**config.mk**
```make
export PLATFORM = sky130hd
export DESIGN_NAME = mmio_axi_bridge
export DESIGN_NICKNAME = d
export VERILOG_FILES = /design/src/rtl/mmio_axi_bridge_pkg.sv /design/src/rtl/mmio_axi_bridge.sv
export SDC_FILE = /design/constraint.sdc
export NUM_CORES = 1
export LEC_CHECK = 0
export CAP_MARGIN = 30
export CORE_AREA = 5 5 211 213
export DETAILED_ROUTE_END_ITERATION = 16
export DIE_AREA = 0 0 216 218
export PLACE_DENSITY = 0.6
export SLEW_MARGIN = 10
export SYNTH_ARGS = -nofsm -noshare
export SYNTH_HDL_FRONTEND = slang
export SYNTH_SLANG_ARGS = --single-unit
export TNS_END_PERCENT = 20
```
**constraint.sdc**
```tcl
create_clock -name clk -period 2 [get_ports clk]
set_clock_uncertainty 0.05 [all_clocks]
set_input_delay 0.6 -clock clk [delete_from_list [all_inputs] [get_ports clk]]
set_output_delay 0.6 -clock clk [all_outputs]
set_load 0.02 [all_outputs]
```
**src/rtl/mmio_axi_bridge_pkg.sv**
```systemverilog
// Shared AXI constants and FSM states for the MMIO-to-AXI bridge.
// Every access is a single 8-byte INCR beat.
package mmio_axi_bridge_pkg;

    localparam logic [2:0] AXI_SIZE_8B    = 3'b011;
    localparam logic [1:0] AXI_BURST_INCR = 2'b01;
    localparam logic [1:0] AXI_RESP_OKAY  = 2'b00;
    localparam logic [3:0] AXI_CACHE_MMIO = 4'b0010;
    localparam logic [3:0] MMIO_AXI_ID    = 4'd1;

    typedef enum logic [2:0] {
        ST_IDLE,
        ST_WR,
        ST_BW,
        ST_RD,
        ST_RW,
        ST_RESP
    } state_t;

endpackage

```
**src/rtl/mmio_axi_bridge.sv**
```systemverilog
// Single-outstanding AXI4 master: one core MMIO request becomes one
// 64-bit single-beat AXI transaction; all outputs are registered.
module mmio_axi_bridge
    import mmio_axi_bridge_pkg::*;
#(
    parameter logic [3:0] AXI_ID = MMIO_AXI_ID
) (
    input  logic        clk,
    input  logic        rst,
    input  logic        req_valid,
    output logic        req_ready,
    input  logic        req_we,
    input  logic [63:0] req_addr,
    input  logic [63:0] req_wdata,
    input  logic [7:0]  req_wstrb,
    output logic        resp_valid,
    input  logic        resp_ready,
    output logic [63:0] resp_rdata,
    output logic        resp_err,
    output logic [3:0]  axi_aw_id,
    output logic [63:0] axi_aw_addr,
    output logic [7:0]  axi_aw_len,
    output logic [2:0]  axi_aw_size,
    output logic [1:0]  axi_aw_burst,
    output logic [3:0]  axi_aw_cache,
    output logic [2:0]  axi_aw_prot,
    output logic [3:0]  axi_aw_qos,
    output logic        axi_aw_valid,
    input  logic        axi_aw_ready,
    output logic [63:0] axi_w_data,
    output logic [7:0]  axi_w_strb,
    output logic        axi_w_last,
    output logic        axi_w_valid,
    input  logic        axi_w_ready,
    input  logic [3:0]  axi_b_id,
    input  logic [1:0]  axi_b_resp,
    input  logic        axi_b_valid,
    output logic        axi_b_ready,
    output logic [3:0]  axi_ar_id,
    output logic [63:0] axi_ar_addr,
    output logic [7:0]  axi_ar_len,
    output logic [2:0]  axi_ar_size,
    output logic [1:0]  axi_ar_burst,
    output logic [3:0]  axi_ar_cache,
    output logic [2:0]  axi_ar_prot,
    output logic [3:0]  axi_ar_qos,
    output logic        axi_ar_valid,
    input  logic        axi_ar_ready,
    input  logic [3:0]  axi_r_id,
    input  logic [63:0] axi_r_data,
    input  logic [1:0]  axi_r_resp,
    input  logic        axi_r_last,
    input  logic        axi_r_valid,
    output logic        axi_r_ready
);

    state_t      state_q, state_d;
    logic [63:0] addr_q, addr_d;
    logic [63:0] wdata_q, wdata_d;
    logic [7:0]  wstrb_q, wstrb_d;
    logic [63:0] rdata_q, rdata_d;
    logic        err_q, err_d;
    logic        req_rdy_q, req_rdy_d;
    logic        rsp_vld_q, rsp_vld_d;
    logic        aw_vld_q, aw_vld_d;
    logic        w_vld_q, w_vld_d;
    logic        ar_vld_q, ar_vld_d;
    logic        b_rdy_q, b_rdy_d;
    logic        r_rdy_q, r_rdy_d;
    logic        aw_done_q, aw_done_d;
    logic        w_done_q, w_done_d;
    logic        aw_hs, w_hs;
    logic        unused_ids;

    assign unused_ids = ^{axi_b_id, axi_r_id};

    assign aw_hs = aw_vld_q & axi_aw_ready;
    assign w_hs  = w_vld_q & axi_w_ready;

    always_comb begin
        state_d   = state_q;
        addr_d    = addr_q;
        wdata_d   = wdata_q;
        wstrb_d   = wstrb_q;
        rdata_d   = rdata_q;
        err_d     = err_q;
        req_rdy_d = req_rdy_q;
        rsp_vld_d = rsp_vld_q;
        aw_vld_d  = aw_vld_q;
        w_vld_d   = w_vld_q;
        ar_vld_d  = ar_vld_q;
        b_rdy_d   = b_rdy_q;
        r_rdy_d   = r_rdy_q;
        aw_done_d = aw_done_q;
        w_done_d  = w_done_q;
        unique case (state_q)
            ST_IDLE: begin
                req_rdy_d = 1'b1;
                if (req_valid && req_rdy_q) begin
                    req_rdy_d = 1'b0;
                    addr_d    = req_addr;
                    wdata_d   = req_wdata;
                    wstrb_d   = req_wstrb;
                    if (req_addr[2:0] != 3'b000) begin
                        rsp_vld_d = 1'b1;
                        err_d     = 1'b1;
                        rdata_d   = '0;
                        state_d   = ST_RESP;
                    end else if (req_we) begin
                        aw_vld_d  = 1'b1;
                        w_vld_d   = 1'b1;
                        aw_done_d = 1'b0;
                        w_done_d  = 1'b0;
                        state_d   = ST_WR;
                    end else begin
                        ar_vld_d = 1'b1;
                        state_d  = ST_RD;
                    end
                end
            end
            ST_WR: begin
                if (aw_hs) begin
                    aw_vld_d  = 1'b0;
                    aw_done_d = 1'b1;
                end
                if (w_hs) begin
                    w_vld_d  = 1'b0;
                    w_done_d = 1'b1;
                end
                if ((aw_done_q || aw_hs) && (w_done_q || w_hs)) begin
                    b_rdy_d = 1'b1;
                    state_d = ST_BW;
                end
            end
            ST_BW: begin
                if (b_rdy_q && axi_b_valid) begin
                    b_rdy_d   = 1'b0;
                    rsp_vld_d = 1'b1;
                    rdata_d   = '0;
                    err_d     = (axi_b_resp != AXI_RESP_OKAY);
                    state_d   = ST_RESP;
                end
            end
            ST_RD: begin
                if (ar_vld_q && axi_ar_ready) begin
                    ar_vld_d = 1'b0;
                    r_rdy_d  = 1'b1;
                    state_d  = ST_RW;
                end
            end
            ST_RW: begin
                if (r_rdy_q && axi_r_valid) begin
                    r_rdy_d   = 1'b0;
                    rsp_vld_d = 1'b1;
                    err_d     = (axi_r_resp != AXI_RESP_OKAY) || !axi_r_last;
                    rdata_d   = err_d ? 64'd0 : axi_r_data;
                    state_d   = ST_RESP;
                end
            end
            ST_RESP: begin
                if (rsp_vld_q && resp_ready) begin
                    rsp_vld_d = 1'b0;
                    req_rdy_d = 1'b1;
                    state_d   = ST_IDLE;
                end
            end
            default: state_d = ST_IDLE;
        endcase
    end

    always_ff @(posedge clk) begin
        if (rst) begin
            state_q   <= ST_IDLE;
            addr_q    <= '0;
            wdata_q   <= '0;
            wstrb_q   <= '0;
            rdata_q   <= '0;
            err_q     <= 1'b0;
            req_rdy_q <= 1'b0;
            rsp_vld_q <= 1'b0;
            aw_vld_q  <= 1'b0;
            w_vld_q   <= 1'b0;
            ar_vld_q  <= 1'b0;
            b_rdy_q   <= 1'b0;
            r_rdy_q   <= 1'b0;
            aw_done_q <= 1'b0;
            w_done_q  <= 1'b0;
        end else begin
            state_q   <= state_d;
            addr_q    <= addr_d;
            wdata_q   <= wdata_d;
            wstrb_q   <= wstrb_d;
            rdata_q   <= rdata_d;
            err_q     <= err_d;
            req_rdy_q <= req_rdy_d;
            rsp_vld_q <= rsp_vld_d;
            aw_vld_q  <= aw_vld_d;
            w_vld_q   <= w_vld_d;
            ar_vld_q  <= ar_vld_d;
            b_rdy_q   <= b_rdy_d;
            r_rdy_q   <= r_rdy_d;
            aw_done_q <= aw_done_d;
            w_done_q  <= w_done_d;
        end
    end

    assign req_ready    = req_rdy_q;
    assign resp_valid   = rsp_vld_q;
    assign resp_rdata   = rdata_q;
    assign resp_err     = err_q;

    assign axi_aw_id    = AXI_ID;
    assign axi_aw_addr  = addr_q;
    assign axi_aw_len   = 8'd0;
    assign axi_aw_size  = AXI_SIZE_8B;
    assign axi_aw_burst = AXI_BURST_INCR;
    assign axi_aw_cache = AXI_CACHE_MMIO;
    assign axi_aw_prot  = 3'b000;
    assign axi_aw_qos   = 4'd0;
    assign axi_aw_valid = aw_vld_q;

    assign axi_w_data   = wdata_q;
    assign axi_w_strb   = wstrb_q;
    assign axi_w_last   = 1'b1;
    assign axi_w_valid  = w_vld_q;
    assign axi_b_ready  = b_rdy_q;

    assign axi_ar_id    = AXI_ID;
    assign axi_ar_addr  = addr_q;
    assign axi_ar_len   = 8'd0;
    assign axi_ar_size  = AXI_SIZE_8B;
    assign axi_ar_burst = AXI_BURST_INCR;
    assign axi_ar_cache = AXI_CACHE_MMIO;
    assign axi_ar_prot  = 3'b000;
    assign axi_ar_qos   = 4'd0;
    assign axi_ar_valid = ar_vld_q;
    assign axi_r_ready  = r_rdy_q;

endmodule

```
* Yosys cells after proc, flatten, opt, wreduce, memory -nomap -nowiden
Cells that the tools add are included.
** Cells by class
- Reductions and logical operators :: 31
- Bitwise logic cells :: 2
- Muxes and demuxes :: 52
- Equality and inequality tests :: 17
** Operators by type and width (count)
- 64-bit two-way mux :: 5
- 64-bit one-hot mux with 3 select lines :: 1
- 1-bit two-way mux :: 27
- 2-bit inequality test, second input constant :: 12
- 3-bit two-way mux :: 7
- 5-bit AND reduction :: 4
- 3-bit one-hot mux with 6 select lines :: 1
- 1-bit one-hot mux with 2 select lines :: 8
- 2-bit nonzero test :: 7
- 6-bit AND reduction :: 2
- 3-bit by 2-bit equality test with 1-bit output, second input constant :: 2
- 3-bit equality test, second input constant :: 2
- 1-bit logical AND :: 6
- 3-bit AND reduction :: 2
- 3-bit nonzero test :: 2
- 1-bit one-hot mux with 4 select lines :: 1
- 2-bit AND reduction :: 2
- 4-bit nonzero test :: 1
- 3-bit by 1-bit equality test with 1-bit output, second input constant :: 1
- 3-bit zero test :: 1
- 1-bit logical OR :: 3
- 1-bit one-hot mux with 3 select lines :: 1
- 1-bit bitwise AND :: 2
- 2-bit two-way mux :: 1
- 1-bit zero test :: 1
** Word-level totals
- Bits in registers :: 213
- Logic and storage cells :: 117
- Input bits :: 223
- Output and inout port bits :: 329

* Depth between registers and ports, before layout
- Depth in word-level cells :: 5
- Gate-level depth with buffers :: 8
- Depth with buffers taken out :: 5

* Worst setup path after synthesis
No wires, ideal clock.
- Path type :: input -> register
- Start point :: input req_addr[0]
- End point :: register err_q, in the netlist resp_err
- Setup time :: 0.132 ns
- Stages :: 6
- Setup slack :: 0.024 ns
- Arrival :: 1.794 ns
- Required time :: 1.818 ns
- Path buffers :: 2
- Cell sequence :: or4_4 o211a_4 buf_6 buf_6 o311ai_2 a21oi_1
** Between the ends
- Longest elaborated chain between the ends :: 3
** RTL lines
- start, declared :: RTL line mmio_axi_bridge.sv:13 : input logic [63:0] req_addr,
- 3-bit nonzero test :: RTL line mmio_axi_bridge.sv:104 : if (req_addr[2:0] != 3'b000) begin
- 2-bit inequality test (no source line)
- 5-bit AND reduction (no source line)
- end signal, assigned :: RTL line mmio_axi_bridge.sv:194 : err_q <= err_d;
- end, declared :: RTL line mmio_axi_bridge.sv:62 : logic err_q, err_d;
Every way passes these cells.
A chain may end at the register's enable or synchronous reset.

* Final worst setup path
- Start point :: register addr_q[11], in the netlist axi_ar_addr[11]
- End point :: output axi_aw_addr[11]
** RTL lines
- start, declared :: RTL line mmio_axi_bridge.sv:58 : logic [63:0] addr_q, addr_d;
- start signal, assigned :: RTL line mmio_axi_bridge.sv:190 : addr_q <= addr_d;
- end, declared :: RTL line mmio_axi_bridge.sv:21 : output logic [63:0] axi_aw_addr,
No word-level cell between the ends.

==> impl_metrics.py <==
metrics = {
    "outcome": {
        "status": "finished clean",
    },
    "clocking": {
        "h-tree-depth": 1,
        "hold_buffers": 0,
        "clockRootBuffer": "clkbuf_16",
        "clockBufferDepth": 3,
        "clk_latency_ps": 560,
        "cts_tree": "yes",
        "numClockSinks": 213,
        "clkSlewWorstSetupHoldPaths_ps": 60,
        "numCtsBuffers": 28,
    },
    "worst_setup_path": {
        "r2r-start": "state_q[2]",
        "r2r_end": "resp_rdata[55]",
        "critPathRequiredTime_ps": 1350,
        "crit_family": "flip-flops",
        "start_kind": "register",
        "path_class": "register to primary output",
        "cp_cell_sequence": "clkdlybuf4s15_1",
        "reg2reg_depth": 7,
        "critPathMaxStageDelay_ps": 390,
        "critPathSlowestCell": "dfxtp_1",
        "rrSetupSlack_ps": 160,
        "worst-path-buf-inv": 1,
        "cp_data_arrival_time_ps": 1290,
        "path_max_fanout": 3,
        "crit_path_end_kind": "primary output",
    },
    "synthesis": {
        "synth_flop_cell": "dfxtp_1",
        "synth.most_common_cell": "nand2_1",
        "ys_ff_latch": 213,
        "synth_xor_area_frac": 0,
        "synth-edff-count": 0,
        "synthCells": 1088,
        "synth_top_cell_by_area": "dfxtp_1",
        "synth_common_cells": "nand2_1 (281), dfxtp_1 (213), a21oi_1 (149)",
        "synth_compound_area_frac": 0.143,
        "yosys_warnings": 0,
        "synth_top_family_by_area": "simple AND/OR/NAND/NOR gates",
        "yosysSeqAreaShare": 0.481,
        "synth_adder_area_share": 0,
        "netlist_top_cells_area": "dfxtp_1 (48%), nand2_1 (12%), buf_4 (10%), a21oi_1 (8.4%), nand2b_1 (4.6%)",
        "synth_area_sq_mm": 0.00886,
        "yosysUniqueCellTypes": 40,
        "async_flop_share": 0,
        "yosys.area.top_type_share": 0.481,
        "avgSynthCellArea_sq_um": 8.14,
        "synth_mux_area_frac": 0,
        "synth-simple-area-share": 0.226,
    },
    "floorplanning": {
        "die_x_um": 216,
        "core_area_sq_mm": 0.0425,
        "initial_core_util": 0.208,
        "pin_count": 552,
        "die_area_sq_mm": 0.0471,
        "die_h_um": 218,
        "rows": 76,
    },
    "pwr": {
        "leakagePower_uw": 0.00613,
        "peakVddDrop_uv": 696,
        "power.density_mw_per_mm2": 1050,
    },
    "place": {
        "port_buffers": 486,
        "gp_congestion": 0.772,
        "place_area_sq_mm": 0.0138,
        "hpwl_mm": 25.5,
    },
    "flow_run": {
        "cap_violations": 0,
    },
    "global_routing": {
        "first_global_vias": 8269,
        "overflow": 0,
        "grt_pass1_wl_mm": 48.3,
        "grt_max_degree": 84,
        "grt.total_usage": 0.128,
        "antenna_found_initial": 4,
    },
    "layout": {
        "ff_latch_area_sq_mm": 0.00427,
        "area_growth_pct": 62.6,
        "drive_above_1_share": 0.0920,
        "final_cell_area_sq_mm": 0.0144,
        "multi_input_area_sq_mm": 0.00351,
        "nets": 1724,
        "fillers": 4548,
    },
    "routing": {
        "dr.pass1.iters": 4,
        "routedWlPerCell_um": 16.1,
        "drt_wl_total_mm": 33.4,
        "drt_iter0_drc": 507,
        "drc": 0,
        "vias_per_cell": 4.13,
        "dr_total_vias": 8548,
        "detail-route-antenna-nets": 0,
    },
    "worst_hold_path": {
        "hold_depth": 2,
        "hp-start": "rst",
        "hold_end": "state_q[0]",
        "hold_path.class": "input pin to register",
    },
    "timing": {
        "rsz0062_at_grt": "false",
        "setup_tns_ps": 0,
        "setup_violations": 0,
        "fin_crit_sh": 0.971,
        "hold_violations": 0,
        "slew_violations": 0,
        "fmax_mhz": 515,
        "fin_crit_ps": 1940,
    },
}
-- state kept, by name (all words and copies together), names as in the netlist --
signal        flops
axi_w_strb        8
axi_r_ready       1
axi_b_ready       1
state_q           3
resp_err          1
resp_rdata       64
axi_w_data       64
resp_valid        1
w_done_q          1
axi_ar_addr      64
axi_ar_valid      1
req_ready         1
aw_done_q         1
axi_w_valid       1
axi_aw_valid      1
-- cell usage in the layout (no fill, tap or decap), types with 7 or more instances in the layout --
master / n
clkbuf_1: 7
nand2_1: 281
dfxtp_1: 212
clkbuf_16: 28
o21ai_1: 50
nand3_1: 60
dlygate4sd2_1: 225
clkdlybuf4s50_1: 213
clkdlybuf4s15_2: 21
buf_12: 12
conb_1: 57
clkdlybuf4s15_1: 23
nand3_2: 7
buf_4: 27
nand2b_1: 65
a21oi_1: 149
o21ai_2: 15
-- power breakdown --
part / switching [uW] / total, uW / internal (uW)
combinational: 3330 / 5410 / 2090
sequential: 305 / 5000 / 4700
clock: 1940 / 4710 / 2770
-- cells by family (layout without fill, tap and decap cells) --
group | count (synthesis) | count (layout)
compound gates | 230 | 230
buf+inv | 202 | 581
flops | 213 | 213
other cells | 2 | 60
simple gates | 441 | 441
-- worst register-to-register path, cell delays in order, from the launching register on --
cell and delay [ps]:
dfxtp_1 350, buf_4 190, nand3b_1 160, a21oi_1 250
o211a_4 300, buf_12 270, nand3_1 150, o21ai_2 70
-- final cells by class --
cell class | count | area share
Antenna cell | 3 | 0.000521
Clock inverter | 11 | 0.00590
Inverter | 4 | 0.00104
Timing Repair Buffer | 526 | 0.350
Clock buffer | 40 | 0.0552
Sequential cell | 213 | 0.296
Multi-Input combinational cell | 728 | 0.244
Tap cell | 546 | 0.0474
-- timing repair --
action / 4_1_cts / 5_1_grt
setup endpoints to repair: 315 / 21
setup buffers: 0 / 2
gates cloned: 0 / 0
endpoints found under the hold margin: 0 / 0
pin swaps: 0 / 1
resized for setup: 342 / 10
-- how the worst max path moves through the flow --
stage	start	end	slack, ps	cells after the start
6_report	axi_ar_addr[11]	axi_aw_addr[11]	60	1
5_1_grt	axi_ar_addr[11]	axi_aw_addr[11]	0.4	1
4_1_cts	axi_w_data[27]	axi_w_data[27]	0.3	1
3_5_place_dp	req_addr[0]	resp_rdata[55]	-500	6
3_3_place_gp	req_addr[0]	resp_rdata[33]	-490	6
2_1_floorplan	req_addr[0]	resp_err	20	6
-- per-layer routing --
metal | wire length [um] | track usage | vias to the layer above
li1 | - | - | 4225
met1 | 13100 | 0.144 | 3915
met2 | 16200 | 0.224 | 371
met3 | 3520 | 0.0554 | 35
met4 | 610 | 0.0318 | 2
met5 | 20 | 0 | -
-- metrics by stage --
step	cells	worst slack, ps	hold slack (ps)	util	total power [uW]
after detailed placement	2015	-503	398	0.324	10900
after CTS	2066	0.277	237	0.338	15400
after global placement	2015	-489	392	0.324	10800
final	2071	57.7	300	0.339	15100
after global routing	2070	0.358	270	0.339	16000
after floorplan	1143	24.2	437	-	8770
(Power assumes the default switching activity.)
